`config.mk`:
```
export PLATFORM = sky130hd
export DESIGN_NAME = debug_sequencer_flat
export DESIGN_NICKNAME = d
export VERILOG_FILES = /design/src/rtl/debug_pkg.sv /design/src/rtl/debug_sequencer_if.sv /design/src/rtl/debug_frame_fifo.sv /design/src/rtl/debug_sequencer.sv /design/src/flat_wrapper.sv
export SDC_FILE = /design/constraint.sdc
export NUM_CORES = 1
export LEC_CHECK = 0
export CAP_MARGIN = 40
export CELL_PAD_IN_SITES_DETAIL_PLACEMENT = 0
export CELL_PAD_IN_SITES_GLOBAL_PLACEMENT = 1
export CORE_ASPECT_RATIO = 1.1
export CORE_MARGIN = 2
export CORE_UTILIZATION = 28
export CTS_CLUSTER_SIZE = 14
export DETAILED_ROUTE_END_ITERATION = 10
export PLACE_DENSITY = 0.51
export SYNTH_ARGS = -nofsm -noshare
export SYNTH_HDL_FRONTEND = slang
export SYNTH_SLANG_ARGS = --single-unit
```
`constraint.sdc`:
```
create_clock -name i_clock -period 4.37 [get_ports i_clock]
set_input_delay 0.437 -clock i_clock [delete_from_list [all_inputs] [get_ports i_clock]]
set_output_delay 0.437 -clock i_clock [all_outputs]
set_load 0.005 [all_outputs]
```
`src/rtl/debug_pkg.sv`:
```
// Shared definitions for the debug sequencer slice.
// Holds the sequencer state encoding, the "no controller addressed" ID and
// the default widths/depths used by debug_sequencer, its frame FIFO and the
// host-side interface.
package debug_pkg;

    localparam int unsigned NB_CONTROL_FRAME_DEF = 32;
    localparam int unsigned N_CONTROLLERS_DEF    = 3;
    localparam int unsigned NB_ID_DEF            = 6;
    localparam int unsigned FIFO_DEPTH_DEF       = 16;
    localparam int unsigned TIMEOUT_DEF          = 255;

    // Value driven on o_request_select when no controller is addressed.
    localparam int unsigned ID_NONE = 0;

    typedef enum logic [2:0] {
        ST_IDLE,
        ST_SELECT,
        ST_WAIT,
        ST_STREAM,
        ST_NEXT,
        ST_DRAIN
    } state_t;

endpackage

```
`src/rtl/debug_sequencer_if.sv`:
```
// Host-side frame handshake of the debug sequencer.
//   o_frame : FIFO head frame presented to the host
//   o_valid : o_frame holds a frame
//   i_ready : host accepts o_frame this cycle
// master = sequencer (frame source), slave = host interface (frame sink).
interface debug_sequencer_if #(
    parameter int unsigned NB_CONTROL_FRAME = debug_pkg::NB_CONTROL_FRAME_DEF
);

    logic [NB_CONTROL_FRAME-1:0] o_frame;
    logic                        o_valid;
    logic                        i_ready;

    modport master (
        output o_frame,
        output o_valid,
        input  i_ready
    );

    modport slave (
        input  o_frame,
        input  o_valid,
        output i_ready
    );

endinterface

```
`src/rtl/debug_frame_fifo.sv`:
```
// First-word-fall-through frame buffer for the debug sequencer.
// Ports:
//   clk, rst_n : clock, asynchronous active-low reset (empties the buffer)
//   push, push_data : write request and frame; ignored when full unless a
//                     pop happens in the same cycle
//   pop        : remove head (ignored when empty)
//   full, empty: occupancy flags
//   head       : current head frame, valid whenever empty is low
module debug_frame_fifo
    import debug_pkg::*;
#(
    parameter int unsigned NB_CONTROL_FRAME = NB_CONTROL_FRAME_DEF,
    parameter int unsigned FIFO_DEPTH       = FIFO_DEPTH_DEF
) (
    input  logic                        clk,
    input  logic                        rst_n,
    input  logic                        push,
    input  logic [NB_CONTROL_FRAME-1:0] push_data,
    input  logic                        pop,
    output logic                        full,
    output logic                        empty,
    output logic [NB_CONTROL_FRAME-1:0] head
);

    localparam int unsigned AW = $clog2(FIFO_DEPTH);
    localparam int unsigned CW = AW + 1;

    logic [NB_CONTROL_FRAME-1:0] mem [FIFO_DEPTH];
    logic [AW-1:0]               wr_ptr;
    logic [AW-1:0]               rd_ptr;
    logic [CW-1:0]               count;
    logic                        do_push;
    logic                        do_pop;

    assign full  = (count == CW'(FIFO_DEPTH));
    assign empty = (count == '0);
    assign head  = mem[rd_ptr];

    // A pop in the same cycle frees the slot, so a full buffer still accepts.
    assign do_pop  = pop && !empty;
    assign do_push = push && (!full || do_pop);

    always_ff @(posedge clk or negedge rst_n) begin
        if (!rst_n) begin
            wr_ptr <= '0;
            rd_ptr <= '0;
            count  <= '0;
        end else begin
            if (do_push) begin
                wr_ptr <= wr_ptr + 1'b1;
            end
            if (do_pop) begin
                rd_ptr <= rd_ptr + 1'b1;
            end
            if (do_push && !do_pop) begin
                count <= count + 1'b1;
            end else if (do_pop && !do_push) begin
                count <= count - 1'b1;
            end
        end
    end

    always_ff @(posedge clk) begin
        if (do_push) begin
            mem[wr_ptr] <= push_data;
        end
    end

endmodule

```
`src/rtl/debug_sequencer.sv`:
```
// Debug sequencer: on a host start pulse, addresses debug controllers
// 1..N_CONTROLLERS in turn, buffers every frame each one streams, then
// waits for the host to drain the buffer and pulses o_done.
// Ports:
//   i_clock, i_reset   : clock, asynchronous active-low reset
//   i_start            : host start pulse (only honoured when idle)
//   i_frames           : controller frames, slice k belongs to ID k+1
//   i_writing          : per-controller writing flags, bit k = ID k+1
//   o_request_select   : addressed controller ID, 0 = none
//   host               : frame/valid/ready handshake towards the host
//   o_busy             : high whenever not idle
//   o_done             : one-cycle pulse at end of a dump
//   o_error            : bit0 sticky timeout, bit1 sticky overflow
module debug_sequencer
    import debug_pkg::*;
#(
    parameter int unsigned NB_CONTROL_FRAME = NB_CONTROL_FRAME_DEF,
    parameter int unsigned N_CONTROLLERS    = N_CONTROLLERS_DEF,
    parameter int unsigned NB_ID            = NB_ID_DEF,
    parameter int unsigned FIFO_DEPTH       = FIFO_DEPTH_DEF,
    parameter int unsigned TIMEOUT          = TIMEOUT_DEF
) (
    input  logic                                      i_clock,
    input  logic                                      i_reset,
    input  logic                                      i_start,
    input  logic [N_CONTROLLERS*NB_CONTROL_FRAME-1:0] i_frames,
    input  logic [N_CONTROLLERS-1:0]                  i_writing,
    output logic [NB_ID-1:0]                          o_request_select,
    debug_sequencer_if.master                         host,
    output logic                                      o_busy,
    output logic                                      o_done,
    output logic [1:0]                                o_error
);

    localparam int unsigned TW = $clog2(TIMEOUT + 1);

    state_t                      state_q, state_d;
    logic [NB_ID-1:0]            id_q, id_d;
    logic [TW-1:0]               cnt_q, cnt_d;
    logic [1:0]                  err_q, err_d;

    logic [NB_CONTROL_FRAME-1:0] sel_frame;
    logic                        sel_writing;
    logic                        push;
    logic                        pop;
    logic                        fifo_full;
    logic                        fifo_empty;
    logic                        drop;

    debug_frame_fifo #(
        .NB_CONTROL_FRAME (NB_CONTROL_FRAME),
        .FIFO_DEPTH       (FIFO_DEPTH)
    ) u_fifo (
        .clk       (i_clock),
        .rst_n     (i_reset),
        .push      (push),
        .push_data (sel_frame),
        .pop       (pop),
        .full      (fifo_full),
        .empty     (fifo_empty),
        .head      (host.o_frame)
    );

    assign host.o_valid = !fifo_empty;
    assign pop          = host.o_valid && host.i_ready;
    // Controllers cannot be stalled: a push into a full buffer with no
    // simultaneous pop is lost and flagged.
    assign drop         = push && fifo_full && !pop;
    assign o_busy       = (state_q != ST_IDLE);
    assign o_error      = err_q;

    // Only the addressed controller's flag and frame are visible.
    always_comb begin
        sel_frame   = '0;
        sel_writing = 1'b0;
        for (int unsigned k = 0; k < N_CONTROLLERS; k++) begin
            if (id_q == NB_ID'(k + 1)) begin
                sel_frame   = i_frames[k*NB_CONTROL_FRAME +: NB_CONTROL_FRAME];
                sel_writing = i_writing[k];
            end
        end
    end

    always_ff @(posedge i_clock or negedge i_reset) begin
        if (!i_reset) begin
            state_q <= ST_IDLE;
            id_q    <= NB_ID'(1);
            cnt_q   <= '0;
            err_q   <= '0;
        end else begin
            state_q <= state_d;
            id_q    <= id_d;
            cnt_q   <= cnt_d;
            err_q   <= err_d;
        end
    end

    always_comb begin
        state_d          = state_q;
        id_d             = id_q;
        cnt_d            = cnt_q;
        err_d            = err_q;
        push             = 1'b0;
        o_done           = 1'b0;
        o_request_select = NB_ID'(ID_NONE);

        unique case (state_q)
            ST_IDLE: begin
                if (i_start) begin
                    state_d = ST_SELECT;
                    id_d    = NB_ID'(1);
                    err_d   = '0;
                end
            end
            ST_SELECT: begin
                o_request_select = id_q;
                cnt_d            = '0;
                state_d          = ST_WAIT;
            end
            ST_WAIT: begin
                // cnt_q counts WAIT cycles already spent; TIMEOUT cycles max.
                o_request_select = id_q;
                if (sel_writing) begin
                    push    = 1'b1;
                    state_d = ST_STREAM;
                end else if (cnt_q == TW'(TIMEOUT - 1)) begin
                    err_d[0] = 1'b1;
                    state_d  = ST_NEXT;
                end else begin
                    cnt_d = cnt_q + 1'b1;
                end
            end
            ST_STREAM: begin
                o_request_select = id_q;
                if (sel_writing) begin
                    push = 1'b1;
                end else begin
                    state_d = ST_NEXT;
                end
            end
            ST_NEXT: begin
                o_request_select = id_q;
                if (id_q == NB_ID'(N_CONTROLLERS)) begin
                    state_d = ST_DRAIN;
                end else begin
                    id_d    = id_q + 1'b1;
                    state_d = ST_SELECT;
                end
            end
            ST_DRAIN: begin
                if (fifo_empty) begin
                    o_done  = 1'b1;
                    state_d = ST_IDLE;
                end
            end
            default: begin
                state_d = ST_IDLE;
            end
        endcase

        if (drop) begin
            err_d[1] = 1'b1;
        end
    end

endmodule

```
`src/flat_wrapper.sv`:
```
// flat-port wrapper written by rule: the top's interface ports become plain ports
module debug_sequencer_flat import debug_pkg::*;
#(
    parameter int unsigned NB_CONTROL_FRAME = NB_CONTROL_FRAME_DEF,
    parameter int unsigned N_CONTROLLERS    = N_CONTROLLERS_DEF,
    parameter int unsigned NB_ID            = NB_ID_DEF,
    parameter int unsigned FIFO_DEPTH       = FIFO_DEPTH_DEF,
    parameter int unsigned TIMEOUT          = TIMEOUT_DEF
)
  (i_clock, i_reset, i_start, i_frames, i_writing, o_request_select, o_busy, o_done, o_error, host_o_frame, host_o_valid, host_i_ready);
  debug_sequencer_if #(.NB_CONTROL_FRAME(NB_CONTROL_FRAME)) host_i ();
  input  logic i_clock;
  input  logic i_reset;
  input  logic i_start;
  input  logic [N_CONTROLLERS*NB_CONTROL_FRAME-1:0] i_frames;
  input  logic [N_CONTROLLERS-1:0] i_writing;
  output logic [NB_ID-1:0] o_request_select;
  output logic o_busy;
  output logic o_done;
  output logic [1:0] o_error;
  output wire logic [$bits(host_i.o_frame)-1:0] host_o_frame;
  output wire logic [$bits(host_i.o_valid)-1:0] host_o_valid;
  input wire logic [$bits(host_i.i_ready)-1:0] host_i_ready;
  assign host_o_frame = host_i.o_frame;
  assign host_o_valid = host_i.o_valid;
  assign host_i.i_ready = host_i_ready;
  debug_sequencer #(.NB_CONTROL_FRAME(NB_CONTROL_FRAME), .N_CONTROLLERS(N_CONTROLLERS), .NB_ID(NB_ID), .FIFO_DEPTH(FIFO_DEPTH), .TIMEOUT(TIMEOUT)) u_core (.i_clock(i_clock), .i_reset(i_reset), .i_start(i_start), .i_frames(i_frames), .i_writing(i_writing), .o_request_select(o_request_select), .host(host_i), .o_busy(o_busy), .o_done(o_done), .o_error(o_error));
endmodule
```
==> key figures, run 1 <==
Worst setup path
  • Cell with the most instances on the worst path: mux4_2
  • Reg2reg path depth: 13
  • Worst path cell trace: buf_12 > mux4_2 > mux4_2 > clkdlybuf4s50_1
  • Critical path startpoint category: register
  • FF-to-FF setup slack: 0.89 ns
  • Worst setup EP type: primary output
  • Critical path's largest stage delay: 0.71 ns
  • WP depth: 4
  • CP Max Fanout: 37
  • WP data required: 3.93 ns
  • Type of the worst setup path: register to primary output
  • Crit path max-delay family: multiplexers
  • Buf/Inv on CP: 2
  • Slowest-stage cell, CP: dfrtp_4
  • WP data arrival: 3.33 ns
  • Reg2Reg Launch Point: u_core.id_q[0]
  • FF-to-FF End: u_core.u_fifo.count[4]

Global route
  • Initial antenna violation count: 0
  • GRT Resource Usage Total: 13.6%
  • Total gr overflow: 0
  • Largest net degree at the start of global routing: 41
  • Vias in the first global route: 11621
  • First-pass GRT wire length: 79700 µm

Route
  • Pre-Repair DR Iteration Count: 5
  • WL final: 54400 µm
  • M1 wire length: 23400 µm
  • DRC errors left: 0
  • Vias per cell: 4.61
  • Vias post-DR: 10877
  • Met2 Wirelength: 27600 µm
  • Top layer in use: met4
  • Antenna Nets Post-Route: 0
  • Met3 WL post-DR: 2030 µm
  • DRT iter0 DRCs: 755
  • Routed len/inst: 23.1 µm

Clock tree
  • Hold Buf Count CTS: 0
  • CTS Root Cell: clkbuf_16
  • H-tree levels: 2
  • Num CTS Buffers: 56
  • Post-CTS Setup Bufs: 0
  • Clock Latency Late Sink: 0.61 ns
  • Cts repair resizes: 0
  • Worst-path clk slew: 0.06 ns
  • CTS sink count: 544
  • Max Buffers Root-to-Sink: 3
  • CTS tree: built

Power
  • Power share of the clock group: 45.7%
  • Overall Power: 10500 µW
  • Int Pwr: 8520 µW
  • Pleak: 0.00866 µW
  • Sequential power share: 53.3%
  • Power Density: 390 nW/µm²
  • Sw frac: 19.1%
  • Sw power: 2020 µW
  • Maximum VDD drop: 0.276 mV
  • Combinational share of power: 1.0%

Layout
  • Commonest non-fill, non-tap cell in the layout: edfxtp_1
  • Fraction of layout cells with a size suffix above 1: 26.5%
  • Fill cells: 7283
  • Final core utilization: 35.0%
  • Area Overhead vs Synth: 23.9%
  • Most frequent cells in the layout: edfxtp_1, mux4_2, clkdlybuf4s50_1
  • Final #Nets: 1394

STA
  • Slew Viols, Final: 0
  • Actual slew at the worst max-slew pin: 0.783 ns
  • Final hold vios: 0
  • Final Critical Period: 3.76 ns
  • RSZ-0062 raised after global routing: no
  • Clk_skew: 0.0188 ns
  • Period utilization: 86.1%
  • Setup violators final: 0
  • Worst relative slew slack: 47.8%
  • FMAX: 266 MHz

Synthesis
  • Mean Syn Cell Area: 20.7 µm²
  • Dominant cells by area after synthesis: edfxtp_1, mux4_2, dfrtp_1, a22oi_1, a21oi_1
  • Yosys warning total: 0
  • Synth top area share: 70.5%
  • Predominant post-synthesis flop cell: edfxtp_1
  • Synth Instances: 1051
  • Post-synth ARST share: 5.88%
  • Area leader, netlist: edfxtp_1
  • Post-synth EDFFs: 512
  • Syn_nets: 1170
  • Mapped cell area: 21800 µm²
  • Seq/Total Area, Yosys: 74.2%
  • Yosys cell types: 45
  • Synth Register Bits: 544

Die
  • Row cnt: 107
  • Ports: 146
  • Core Area: 77200 µm²
  • Die area: 80100 µm²
  • Starting Density: 28.2%
  • Chip Width: 270 µm
  • Die H: 297 µm

Status
  • Status: complete, no violations

Placement
  • Dpl hpwl: 34000 µm
  • Port Buffers: 145
  • Gp weighted congestion: 0.717

Min path
  • Hold Crit Class: input pin to async pin

Job
  • MaxCap Viol Count: 0
[power by group through the flow]
stage,registers (µW),clock network (µW),logic (µW)
CTS,5610,4950,105
detailed placement,5730,0,105
finish,5620,4820,104
global placement,5730,0,104
global route,5610,5150,111
floorplan,5730,0,2.62
[synth_stat cells, types with 2 or more instances]
| library cell | number |
|---|---|
| edfxtp_1 | 512 |
| mux4_2 | 160 |
| nor2_1 | 48 |
| a21oi_1 | 39 |
| a22oi_1 | 34 |
| dfrtp_1 | 31 |
| clkbuf_1 | 30 |
| nand2_1 | 26 |
| and2_1 | 19 |
| buf_2 | 17 |
| inv_1 | 16 |
| ha_1 | 15 |
| xnor2_1 | 14 |
| buf_1 | 9 |
| o21ai_0 | 9 |
| nor3b_1 | 8 |
| nand3_1 | 7 |
| nand4_1 | 6 |
| nor3_1 | 5 |
| mux2i_1 | 4 |
| nor2b_1 | 4 |
| a31oi_1 | 3 |
| nor4_1 | 3 |
| o22ai_1 | 3 |
| a32o_1 | 2 |
| and3_1 | 2 |
| and3b_1 | 2 |
| nor3b_2 | 2 |
| o311a_1 | 2 |
| or2_2 | 2 |
| or3_1 | 2 |
| xor2_1 | 2 |
[cell families (layout without fill, tap and decap cells)]
kind of cell	after synthesis	count (layout)	share of synthesized area, %
other	0	1	0
flip-flops	544	544	74.2
AO/OA/AOI/OAI	98	98	2.88
buffers and inverters	73	343	1.37
XOR/XNOR	16	16	0.643
multiplexers	164	164	16.7
adder cells (fa/ha/maj)	16	16	0.952
AND/OR/NAND/NOR	140	140	3.26
[layer usage]
layer	vias to the layer above	global-route usage (%)
met5	-	0
met4	0	4.21
met3	81	2.11
met2	227	23.5
met1	5751	17.6
li1	4818	-
[flip-flops by register name, indices dropped and copies added, names as in the netlist]
register	flops
u_core.id_q	6
u_core.u_fifo.count	5
u_core.o_error	2
u_core.state_q	3
u_core.u_fifo.wr_ptr	4
u_core.cnt_q	8
u_core.u_fifo.rd_ptr	4
u_core.u_fifo.mem	512
[worst max path at each step]
stage                     slack [ns]                 endpoint               startpoint
after floorplan                -0.16  u_core.u_fifo.mem[5][0]           u_core.id_q[0]
after global placement          0.92   u_core.u_fifo.count[4]           u_core.id_q[0]
after detailed placement        0.88   u_core.u_fifo.count[4]           u_core.id_q[0]
after CTS                       0.48         host_o_frame[15]  u_core.u_fifo.rd_ptr[0]
after global routing            0.44         host_o_frame[22]  u_core.u_fifo.rd_ptr[0]
final                           0.61         host_o_frame[22]  u_core.u_fifo.rd_ptr[0]
[cell type report]
class                      count  area (µm²)  area share, %
clock buffer                  63        1470           5.44
multi-input combinational    434        5390           19.9
inverter                      16        60.1          0.222
clock inverter                41         389           1.44
tap                         1035        1290           4.79
antenna                        1        2.50        0.00926
sequential                   544       16200           59.9
timing repair buffer         223        2220           8.23
[worst register-to-register path, stage by stage (launching register included)]
cell and delay [ns]:
dfstp_2 0.59, inv_1 0.08, ha_1 0.26, nand3b_1 0.19, a221oi_2 0.22, buf_4 0.21, and3b_1 0.44, ha_1 0.28
inv_1 0.12, ha_1 0.30, a21o_1 0.18, a21oi_1 0.17, mux2i_1 0.24, xnor2_1 0.13
[through the flow]
stage	hold slack, ns	std cells	cell area [µm²]	setup TNS (ns)	setup WS (ns)
floorplan	0.141	1051	21800	-19.10	-0.158
global placement	0.498	2248	25100	0	0.919
detailed placement	0.487	2252	25200	0	0.881
CTS	0.260	2356	27000	0	0.477
global route	0.298	2356	27000	0	0.438
finish	0.261	2357	27000	0	0.607
No activity file was read; power rests on OpenSTA's default activity.
==> inputs of run 2 (changes only) <==
--- a/config.mk
+++ b/config.mk
@@ -11,9 +11,10 @@
 export CORE_ASPECT_RATIO = 1.1
 export CORE_MARGIN = 2
 export CORE_UTILIZATION = 28
-export CTS_CLUSTER_SIZE = 14
+export CTS_CLUSTER_SIZE = 20
 export DETAILED_ROUTE_END_ITERATION = 10
-export PLACE_DENSITY = 0.51
+export PLACE_DENSITY = 0.52
 export SYNTH_ARGS = -nofsm -noshare
 export SYNTH_HDL_FRONTEND = slang
+export SYNTH_HIERARCHICAL = 1
 export SYNTH_SLANG_ARGS = --single-unit
==> run 2 against run 1 <==
Effect of this change: flip-flop and latch count unchanged; fmax decreased by 0.79%; worst hold slack got worse by 0.097 ns; clock-buffer cell count increased by 5; utilization decreased by 0.053 points; worst setup slack got worse by 0.030 ns; critical path type unchanged; clock skew increased by 0.033 ns; routed wire length increased by 4.3%; via count increased by 11%; sequential share of layout area decreased by 1.1 points.
==> key figures, run 2 <==
Synthesis
  • Seq/Total Area, Yosys: 72.8%
  • Yosys warning total: 6
  • Post-synth EDFFs: 512
  • Area leader, netlist: edfxtp_1
  • Synth Instances: 1255
  • Syn_nets: 1373
  • Dominant cells by area after synthesis: edfxtp_1, mux4_2, mux2i_1, dfrtp_1, a221oi_1
  • Synth Register Bits: 544
  • Mean Syn Cell Area: 17.7 µm²
  • Post-synth ARST share: 5.88%
  • Predominant post-synthesis flop cell: edfxtp_1
  • Yosys cell types: 57
  • Mapped cell area: 22200 µm²
  • Synth top area share: 69.2%
  • Most frequent cells after synthesis: edfxtp_1, mux2i_1, a22oi_1
  • Most frequent cell after synthesis: edfxtp_1

Die
  • Chip Width: 273 µm
  • Core Area: 78800 µm²
  • Ports: 146
  • Row cnt: 108
  • Starting Density: 28.2%
  • Die area: 81700 µm²
  • Die H: 300 µm

Route
  • Antenna Nets Post-Route: 0
  • Vias per cell: 4.73
  • Vias post-DR: 12091
  • DRT iter0 DRCs: 746
  • Pre-Repair DR Iteration Count: 5
  • Routed len/inst: 22.2 µm
  • DRC errors left: 0
  • WL final: 56700 µm

Placement
  • Placed Instance Area: 25500 µm²
  • Gp weighted congestion: 0.730
  • Dpl hpwl: 34900 µm
  • Pre-CTS WS: 0.851 ns
  • Port Buffers: 145

STA
  • Min Hold Slack: 0.164 ns
  • Final hold vios: 0
  • Clk_skew: 0.0517 ns
  • Setup violators final: 0
  • FMAX: 264 MHz
  • Period utilization: 86.8%
  • Setup TNS after final layout: 0 ns
  • Worst setup margin: 0.577 ns
  • RSZ-0062 raised after global routing: no
  • Final Critical Period: 3.79 ns
  • Actual slew at the worst max-slew pin: 0.706 ns
  • Worst relative slew slack: 52.9%
  • Slew Viols, Final: 0

Clock tree
  • H-tree levels: 2
  • Post-CTS Setup Bufs: 0
  • CTS tree: built
  • Num CTS Buffers: 59
  • CTS Root Cell: clkbuf_16
  • Cts repair resizes: 0
  • CTS sink count: 544
  • Clock Latency Late Sink: 0.65 ns
  • Hold Buf Count CTS: 0
  • Max Buffers Root-to-Sink: 3
  • Worst-path clk slew: 0.06 ns

Layout
  • Area Overhead vs Synth: 23.8%
  • Fill cells: 7416
  • Final #Nets: 1582
  • Final core utilization: 34.9%
  • Regs by FF count: u_core/u_fifo/mem: 512 flops, u_core/cnt_q: 8 flops, u_core/id_q: 6 flops
  • Max reg flops: 512
  • Most frequent cells in the layout: edfxtp_1, clkdlybuf4s50_1, mux2i_1
  • Diodes inserted: 0
  • Fraction of layout cells with a size suffix above 1: 17.8%
  • Commonest non-fill, non-tap cell in the layout: edfxtp_1
  • Design area: 27500 µm²
  • Largest reg by FF count: u_core/u_fifo/mem

Power
  • Maximum VDD drop: 0.391 mV
  • Power Density: 680 nW/µm²
  • Pleak: 0.00930 µW

Worst setup path
  • CP Max Fanout: 31
  • Critical path startpoint category: register
  • WP data required: 3.93 ns
  • Worst setup EP type: primary output
  • Reg2Reg Launch Point: u_core/id_q[0]
  • Reg2reg path depth: 14
  • WP data arrival: 3.36 ns
  • FF-to-FF setup slack: 0.83 ns
  • FF-to-FF End: u_core/u_fifo/count[4]
  • Type of the worst setup path: register to primary output

Job
  • MaxCap Viol Count: 0

Global route
  • First-pass GRT wire length: 83500 µm
  • Total gr overflow: 0
  • Vias in the first global route: 12666
  • Largest net degree at the start of global routing: 39
  • GRT Resource Usage Total: 13.8%
  • Initial antenna violation count: 0

Status
  • Status: complete, no violations

Min path
  • Hold Crit Class: input pin to async pin
[run 2: changes by cell type after synthesis, moves of 19 or more]
| cell | delta |
|---|---|
| o21ai_0 | +29 |
| nand2_1 | +29 |
| a221oi_1 | +64 |
| mux4_2 | -96 |
| mux2i_1 | +135 |
| buf_4 | +19 |
| a22oi_1 | +31 |
[run 2: report_power, final]
group          internal, µW  switching (µW)  total (µW)  leakage (µW)
clock                  3070            2060        5130      0.000976
combinational          2750            3750        6490       0.00328
sequential             6790             311        7100       0.00504
[run 2: cells by family after synthesis]
| logic type | Yosys count | synth area share, % |
|---|---|---|
| compound gates | 226 | 7.23 |
| xor+xnor | 13 | 0.512 |
| fa+ha+maj | 15 | 0.878 |
| buf+inv | 91 | 2.31 |
| flops | 544 | 72.8 |
| mux | 204 | 12.8 |
| simple gates | 162 | 3.49 |
[run 2: worst max path at each step]
stage                     cells past startpoint                       end                     from
after floorplan                               9  u_core/u_fifo/mem[12][0]           u_core/id_q[0]
after global placement                       13    u_core/u_fifo/count[4]             i_writing[0]
after detailed placement                     14    u_core/u_fifo/count[4]           u_core/id_q[0]
after CTS                                     6           host_o_frame[0]  u_core/u_fifo/rd_ptr[0]
after global routing                          6           host_o_frame[0]  u_core/u_fifo/rd_ptr[0]
final                                         6           host_o_frame[0]  u_core/u_fifo/rd_ptr[0]
[run 2: per-layer routing]
metal	wire length [µm]	vias to the layer above	track usage, %	share of wire, %
met4	1510	0	4.60	2.7
met2	27500	223	22.8	49
met3	1830	79	2.01	3.2
met5	0	-	0	0
li1	-	5515	-	-
met1	25800	6274	18.7	46
[run 2: cell type report]
cell class                 instances  area [µm²]  area share (%)
clock buffer                      68        1510            5.49
clock inverter                    42         504            1.83
inverter                          13        48.8           0.177
multi-input combinational        620        5690            20.7
sequential                       544       16200            58.8
tap                             1045        1310            4.75
timing repair buffer             226        2270            8.24
[run 2: critical path, cell delays in order, from the launching register on]
cell and delay (ns):
dfrtp_4 0.86, buf_12 0.33, mux2i_1 0.11, a221oi_1 0.43
o21ai_0 0.16, nand2_1 0.25, clkdlybuf4s50_1 0.57
[run 2: stage by stage]
| stage | power (µW) | std cells |
|---|---|---|
| global placement | 13700 | 2444 |
| global route | 19700 | 2558 |
| CTS | 19000 | 2558 |
| finish | 18700 | 2558 |
| floorplan | 10900 | 1255 |
| detailed placement | 13800 | 2448 |
==> inputs of run 3 (changes only) <==
--- a/config.mk
+++ b/config.mk
@@ -13,8 +13,7 @@
 export CORE_UTILIZATION = 28
 export CTS_CLUSTER_SIZE = 20
 export DETAILED_ROUTE_END_ITERATION = 10
-export PLACE_DENSITY = 0.52
+export PLACE_DENSITY = 0.51
 export SYNTH_ARGS = -nofsm -noshare
 export SYNTH_HDL_FRONTEND = slang
-export SYNTH_HIERARCHICAL = 1
 export SYNTH_SLANG_ARGS = --single-unit
==> run 3 against run 2 <==
Effect of this change: utilization increased by 0.053 points; critical path depth fell by 2; design area is 1.8% lower; worst setup slack improved by 0.041 ns; largest power group unchanged.
==> key figures, run 3 (synthesis gave the netlist of run 1 again) <==
Global route
  • Vias in the first global route: 11621
  • Total gr overflow: 0
  • Largest net degree at the start of global routing: 41
  • Initial antenna violation count: 0
  • First-pass GRT wire length: 79700 µm
  • GRT Resource Usage Total: 13.6%

Layout
  • Fraction of layout cells with a size suffix above 1: 26.5%
  • Design area: 27000 µm²
  • Post-route insts no fill: 2357
  • Max reg flops: 512
  • Regs by FF count: u_core.u_fifo.mem: 512 flops, u_core.cnt_q: 8 flops, u_core.id_q: 6 flops
  • Final core utilization: 35.0%
  • Commonest non-fill, non-tap cell in the layout: edfxtp_1
  • Largest reg by FF count: u_core.u_fifo.mem
  • Area Overhead vs Synth: 23.9%
  • Final #Nets: 1394
  • Most frequent cells in the layout: edfxtp_1, mux4_2, clkdlybuf4s50_1

Clock tree
  • Clock Latency Late Sink: 0.61 ns
  • Cts repair resizes: 0
  • CTS Root Cell: clkbuf_16
  • Post-CTS Setup Bufs: 0
  • CTS tree: built
  • CTS sink count: 544
  • Max Buffers Root-to-Sink: 3
  • H-tree levels: 2
  • Num CTS Buffers: 56
  • Hold Buf Count CTS: 0
  • Worst-path clk slew: 0.06 ns

Route
  • Antenna Nets Post-Route: 0
  • M1 wire length: 23400 µm
  • Top layer in use: met4
  • Routed len/inst: 23.1 µm
  • Vias per cell: 4.61
  • Met2 Wirelength: 27700 µm
  • Vias post-DR: 10867
  • DRT iter0 DRCs: 705
  • DRC errors left: 0
  • Pre-Repair DR Iteration Count: 5
  • WL final: 54400 µm
  • Met3 WL post-DR: 1990 µm

Die
  • Die area: 80100 µm²
  • Die H: 297 µm
  • Ports: 146
  • Chip Width: 270 µm
  • Starting Density: 28.2%
  • Row cnt: 107
  • Core Area: 77200 µm²

Power
  • Pleak: 0.00866 µW
  • Maximum VDD drop: 0.276 mV
  • Power Density: 390 nW/µm²
  • Overall Power: 10500 µW

Job
  • MaxCap Viol Count: 0

STA
  • RSZ-0062 raised after global routing: no
  • Slew Viols, Final: 0
  • Clk_skew: 0.0191 ns
  • Setup violators final: 0
  • FMAX: 267 MHz
  • Final hold vios: 0
  • Period utilization: 85.9%
  • Final Critical Period: 3.75 ns
  • Actual slew at the worst max-slew pin: 0.788 ns
  • Worst relative slew slack: 47.5%
  • Setup TNS after final layout: 0 ns

Placement
  • Dpl hpwl: 34000 µm
  • Gp weighted congestion: 0.717
  • Port Buffers: 145
  • Placed cell count: 2252
  • Placed Instance Area: 25200 µm²

Worst setup path
  • Type of the worst setup path: register to primary output
  • Worst setup EP type: primary output
  • Reg2Reg Launch Point: u_core.id_q[0]
  • CP Max Fanout: 37
  • Critical path startpoint category: register
  • Crit. Startpoint: u_core.u_fifo.rd_ptr[0]
  • WP data arrival: 3.32 ns
  • WP data required: 3.93 ns

Status
  • Status: complete, no violations

Min path
  • Hold Crit Class: input pin to async pin
## run 3: critical path, cell delays in order, from the launching register on
cell and delay, ns:
dfrtp_4 0.70, buf_12 0.34, mux4_2 0.57, mux4_2 0.52, clkdlybuf4s50_1 0.51
## run 3: final cells by class
cell class | count | area, µm²
fill | 7283 | 50200
sequential | 544 | 16200
multi-input combinational | 434 | 5390
timing repair buffer | 223 | 2220
clock buffer | 63 | 1470
tap | 1035 | 1290
clock inverter | 41 | 389
inverter | 16 | 60.1
antenna | 1 | 2.50
## run 3: path summary, 6_finish.rpt
check / endpoint / slack (ns) / cells after the start
hold reg to reg: u_core.u_fifo.count[4] / 0.50 / 1
setup / recovery: host_o_frame[22] / 0.62 / 4
min in group i_clock: u_core.u_fifo.count[4] / 0.50 / 1
hold / removal: u_core.cnt_q[1] / 0.26 / 2
setup reg to reg: u_core.u_fifo.count[4] / 0.89 / 13
max in group asynchronous: u_core.u_fifo.rd_ptr[0] / 3.72 / 2
## run 3: power by group
group / leakage [µW] / internal (µW) / switching (µW)
sequential: 0.00512 / 5610 / 0.780
combinational: 0.00264 / 81.7 / 22.2
clock: 0.000904 / 2820 / 1990
## run 3: through the flow
step | hold WS (ns) | setup WS, ns
2_1_floorplan | 0.141 | -0.158
3_3_place_gp | 0.498 | 0.919
3_5_place_dp | 0.487 | 0.881
4_1_cts | 0.260 | 0.477
5_1_grt | 0.298 | 0.438
6_report | 0.262 | 0.618
## run 3: routing by layer
| layer | GRT usage, % | up-vias |
|---|---|---|
| li1 | - | 4824 |
| met2 | 23.5 | 215 |
| met3 | 2.11 | 81 |
| met5 | 0 | - |
| met1 | 17.6 | 5747 |
| met4 | 4.21 | 0 |
==> RTL change 1, RTL diff (settings of run 3) <==
`NB_ID_DEF`: 6 -> 7.
--- a/src/rtl/debug_pkg.sv
+++ b/src/rtl/debug_pkg.sv
@@ -6,7 +6,7 @@
 
     localparam int unsigned NB_CONTROL_FRAME_DEF = 32;
     localparam int unsigned N_CONTROLLERS_DEF    = 3;
-    localparam int unsigned NB_ID_DEF            = 6;
+    localparam int unsigned NB_ID_DEF            = 7;
     localparam int unsigned FIFO_DEPTH_DEF       = 16;
     localparam int unsigned TIMEOUT_DEF          = 255;
 
Ports: changed (resized o_request_select); port bits go from 146 to 147. No check against the original RTL was run, so the function may have changed too.
==> RTL change 1 against run 3 <==
- wire length rose by 2.9%
- worst setup slack improved by 0.022 ns
- cell area fell by 0.27%
- sequential share of layout area rose by 0.25 points
- area after synthesis rose by 0.33%
- sequential cell count rose by 1
- via count rose by 0.19%
- critical endpoint is now host_o_frame[31]
Power is not compared: it rests on default switching activity, and its combinational part moved more than twofold at a synthesized area within 25%.
==> RTL change 1: results <==
placed_design:
  io_buffers: 146
  hpwl_um: 31900
  place_congestion: 0.695
  place_ws_ns: 0.931
routing:
  drt_iter0_drc: 685
  first_pass_iters: 4
  routedWlPerCell_um: 24.0
  routed_via_density: 4.66
yosys:
  synth_xor_area_share_pct: 0.641
  async_flop_share_pct: 6.06
  synth_nets: 1159
  synth_seq_area_share_pct: 74.1
  muxShareOfSynthArea_pct: 16.7
  synth-compound-area-share_pct: 2.96
  synth_fa_ha_area_share_pct: 0.892
  synth.distinct_cells: 54
  post_synth_main_area_contributors: "edfxtp_1, mux4_2, dfrtp_1"
global_routing:
  antenna_found_initial: 2
  grt_max_degree: 54
  grt_pass1_vias: 11763
  grt_first_pass_wirelength_um: 81500
  gr-usage-all-layers_pct: 13.8
clock_network:
  hold_buffers: 1
  cts-buffers-inserted: 58
finish:
  diodes: 0
  fill_cells: 7297
  drive_gt1_share_pct: 26.1
  nets: 1373
timing:
  fin_skew_ns: 0.0217
  worst_pin_slew_ns: 0.717
critical_path:
  slowest_delay_ns: 0.58
  cp.arrival_ns: 3.29
  path_max_fanout: 22
  reg2reg_depth: 13
min_path:
  hp-start: "u_core.u_fifo.count[4]$_DFFE_PN0P_"
  worstHoldPathType: "reg2reg"
run_status:
  status: "complete, no violations"
## RTL change 1: changes by cell type after synthesis, sizes merged, moves of 6 or more
cell,change
nor3b,-7
and2,-9
xor2,+6
nand2,-11
xnor2,-6
and3,+16
## RTL change 1: power by group through the flow
stage / registers (mW) / logic, mW / clock network [mW]
global route: 7.29 / 6.44 / 5.05
global placement: 7.35 / 6.02 / 0
finish: 7.24 / 5.92 / 4.73
floorplan: 7.09 / 3.70 / 0
detailed placement: 7.36 / 6.10 / 0
CTS: 7.25 / 6.12 / 4.87
## RTL change 1: layer usage
metal	global-route usage, %	wire [µm]
met1	18.5	24900
met2	23.6	28300
met3	2.09	1880
met4	3.09	893
met5	0	0
## RTL change 1: worst max-delay path: cells and delay by family, from the launching register on
| family | cells | cell delay [ns] |
|---|---|---|
| muxes | 2 | 1.12 |
| DFF | 1 | 0.58 |
| buffers and inverters | 2 | 0.96 |
## RTL change 1: final cells by class
| cell class | instances | share of cell area [%] |
|---|---|---|
| sequential | 545 | 60.2 |
| clock inverter | 30 | 0.947 |
| inverter | 13 | 0.181 |
| multi-input combinational | 421 | 19.9 |
| clock buffer | 74 | 5.76 |
| tap | 1035 | 4.81 |
| timing repair buffer | 216 | 8.27 |
## RTL change 1: logic make-up (layout without fill, tap and decap cells)
| logic type | Yosys count | after routing |
|---|---|---|
| xor+xnor | 16 | 16 |
| mux | 165 | 165 |
| compound gates | 100 | 100 |
| flops | 545 | 545 |
| buf+inv | 75 | 333 |
| fa+ha+maj | 15 | 15 |
| simple gates | 125 | 125 |
## RTL change 1: metrics by stage
| step | power, mW | std cells | area, µm² | hold WS, ns |
|---|---|---|---|---|
| after CTS | 18.2 | 2334 | 26900 | 0.487 |
| after global placement | 13.4 | 2227 | 25100 | 0.481 |
| after detailed placement | 13.5 | 2229 | 25100 | 0.476 |
| final | 17.9 | 2334 | 26900 | 0.485 |
| after floorplan | 10.8 | 1041 | 21900 | 0.141 |
| after global routing | 18.8 | 2334 | 26900 | 0.499 |
## RTL change 1: worst max-delay path by stage
stage	startpoint	end	slack [ns]	cells after the start
after floorplan	u_core.id_q[0]$_DFFE_PN1P_	u_core.u_fifo.mem[2][0]$_DFFE_PP_	0.25	7
after global placement	u_core.id_q[0]$_DFFE_PN1P_	u_core.u_fifo.count[4]$_DFFE_PN0P_	0.97	13
after global routing	u_core.u_fifo.rd_ptr[0]$_DFFE_PN0P_	host_o_frame[31]	0.47	4
final	u_core.u_fifo.rd_ptr[0]$_DFFE_PN0P_	host_o_frame[31]	0.64	4
after CTS	u_core.u_fifo.rd_ptr[0]$_DFFE_PN0P_	host_o_frame[31]	0.54	4
after detailed placement	u_core.id_q[0]$_DFFE_PN1P_	u_core.u_fifo.count[4]$_DFFE_PN0P_	0.93	13
==> RTL change 2, RTL diff (config.mk and constraints of run 3) <==
Made on the original files. Register the output `o_error` once more; this adds one clock of latency there. The other outputs are not delayed to match.
--- a/src/rtl/debug_sequencer.sv
+++ b/src/rtl/debug_sequencer.sv
@@ -67,7 +67,9 @@
     // simultaneous pop is lost and flagged.
     assign drop         = push && fifo_full && !pop;
     assign o_busy       = (state_q != ST_IDLE);
-    assign o_error      = err_q;
+    always_ff @(posedge i_clock) begin
+        o_error <= err_q;
+    end
 
     // Only the addressed controller's flag and frame are visible.
     always_comb begin
Check against the original RTL: no difference found for any inputs over 4 cycles, from zero or initial values and one cycle with i_reset low; that may be too few to reach the edited logic, so the function may still have changed.
==> RTL change 2 against run 3 <==
- area after synthesis is 0.13% higher
- die area rose by 0.12%
- worst setup slack improved by 0.065 ns
- via count shrank 0.66%
- fmax increased by 1.8%
- sequential cell count is 2 higher
- synthesized cell count is 1.8% lower
- critical path type unchanged
- highest routed layer unchanged
- final cell count fell by 1.2%
- wire length is 0.60% lower
- cell area fell by 0.78%
- critical endpoint is now host_o_frame[31]
Power is not compared: it rests on default switching activity, and its combinational part moved more than twofold at a synthesized area within 25%.
==> RTL change 2: results <==
critical_path:
  critPathLaunch: "u_core.u_fifo.rd_ptr[0]$_DFFE_PN0P_"
  reg2reg_depth: 14
  reg2reg_slack_ns: 0.99
  reg2reg_to: "u_core.u_fifo.count[4]$_DFFE_PN0P_"
  cp.arrival_ns: 3.25
  slowest_delay_ns: 0.57
  path_max_fanout: 19
  worst_path_max_delay_cell: "mux4_2"
  timing.rr.start: "u_core.id_q[0]$_DFFE_PN1P_"
  critPathTopFamily: "multiplexers"
  worstSetupStartpointType: "flop"
clock_network:
  cts_root_buffer: "clkbuf_16"
  cts-buffers-inserted: 57
  htreeDepth: 2
  post_cts_resized: 0
  clk_pin_slew_ns: 0.06
  clock_latency_ns: 0.61
  cts_max_path_buffers: 3
placed_design:
  hpwl_um: 31800
  place_congestion: 0.708
  io_buffers: 145
  dp.cells: 2225
finish:
  diodes: 0
  drive_gt1_share_pct: 26.1
  nets: 1367
  reg_top3: "u_core.u_fifo.mem x512, u_core.cnt_q x8, u_core.id_q x6"
  final_cells: 2329
  fill_cells: 7376
run_status:
  status: "complete, no violations"
yosys:
  async_flop_share_pct: 5.86
  synth_nets: 1150
  synth_flop_cell: "edfxtp_1"
  synth_seq_area_share_pct: 74.3
  avgSynthCellArea_um2: 21.2
  synthTopCellsByCount: "edfxtp_1, mux4_2, nor2_1"
  synth.distinct_cells: 49
  synth_edf_count: 512
  yosysWarnings: 0
  post_synth_main_area_contributors: "edfxtp_1, mux4_2, dfrtp_1"
global_routing:
  antenna_found_initial: 0
  met1_usage_pct: 18.1
  gr-usage-met3_pct: 2.13
  grt_pass1_vias: 11564
  grt_first_pass_wirelength_um: 79000
  grt_max_degree: 62
  gr-usage-all-layers_pct: 13.4
  met2_usage_pct: 22.7
routing:
  routed_via_density: 4.64
  routed.top_layer: "met4"
  wl_met2_um: 27000
  wl_met1_um: 24000
  drt_wl_total_um: 54000
  wl_met3_um: 2110
  drt_iter0_drc: 638
timing:
  fin_skew_ns: 0.0167
  final-max-slew-violation-count: 0
  worst_pin_slew_ns: 0.875
min_path:
  worstHoldPathType: "in2async"
power:
  leakage_nw: 8.67
[RTL change 2: cell families after synthesis]
| kind of cell | synth area share (%) |
|---|---|
| flip-flops | 74.3 |
| multiplexers | 16.7 |
| AND/OR/NAND/NOR | 3.10 |
| AO/OA/AOI/OAI | 2.74 |
| buffers and inverters | 1.60 |
| XOR/XNOR | 0.642 |
| adder cells (fa/ha/maj) | 0.894 |
[RTL change 2: per-stage QoR]
step                      setup WS, ns  utilization [%]  cell area [µm²]  hold slack, ns  total power [mW]
after floorplan                   1.31                -            21800           0.141              11.2
after global placement            1.01             32.2            24900           0.375              13.8
after detailed placement         0.998             32.4            25100           0.363              14.0
after CTS                        0.594             34.6            26800           0.123              18.6
after global routing             0.542             34.6            26800           0.129              19.2
final                            0.683             34.6            26800           0.145              18.3
[RTL change 2: layout make-up]
class	count	area [µm²]	share of cell area [%]
clock buffers	68	1470	5.48
inverters	9	33.8	0.126
clock inverters	36	267	0.994
repair buffers	216	2220	8.27
well taps	1035	1290	4.83
flip-flops and latches	546	16200	60.5
multi-input cells	419	5300	19.8
[RTL change 2: power by group]
| part | internal [mW] | switching [mW] |
|---|---|---|
| registers | 7.11 | 0.333 |
| clock network | 2.57 | 2.01 |
| logic | 2.97 | 3.26 |
| total | 12.7 | 5.61 |
[RTL change 2: worst max-delay path by stage]
stage	endpoint	slack, ns	cells past startpoint
2_1_floorplan	u_core.u_fifo.count[4]$_DFFE_PN0P_	1.31	14
3_3_place_gp	u_core.u_fifo.count[4]$_DFFE_PN0P_	1.01	14
3_5_place_dp	u_core.u_fifo.count[4]$_DFFE_PN0P_	1.0	14
4_1_cts	host_o_frame[19]	0.59	4
5_1_grt	host_o_frame[31]	0.54	4
6_report	host_o_frame[31]	0.68	4
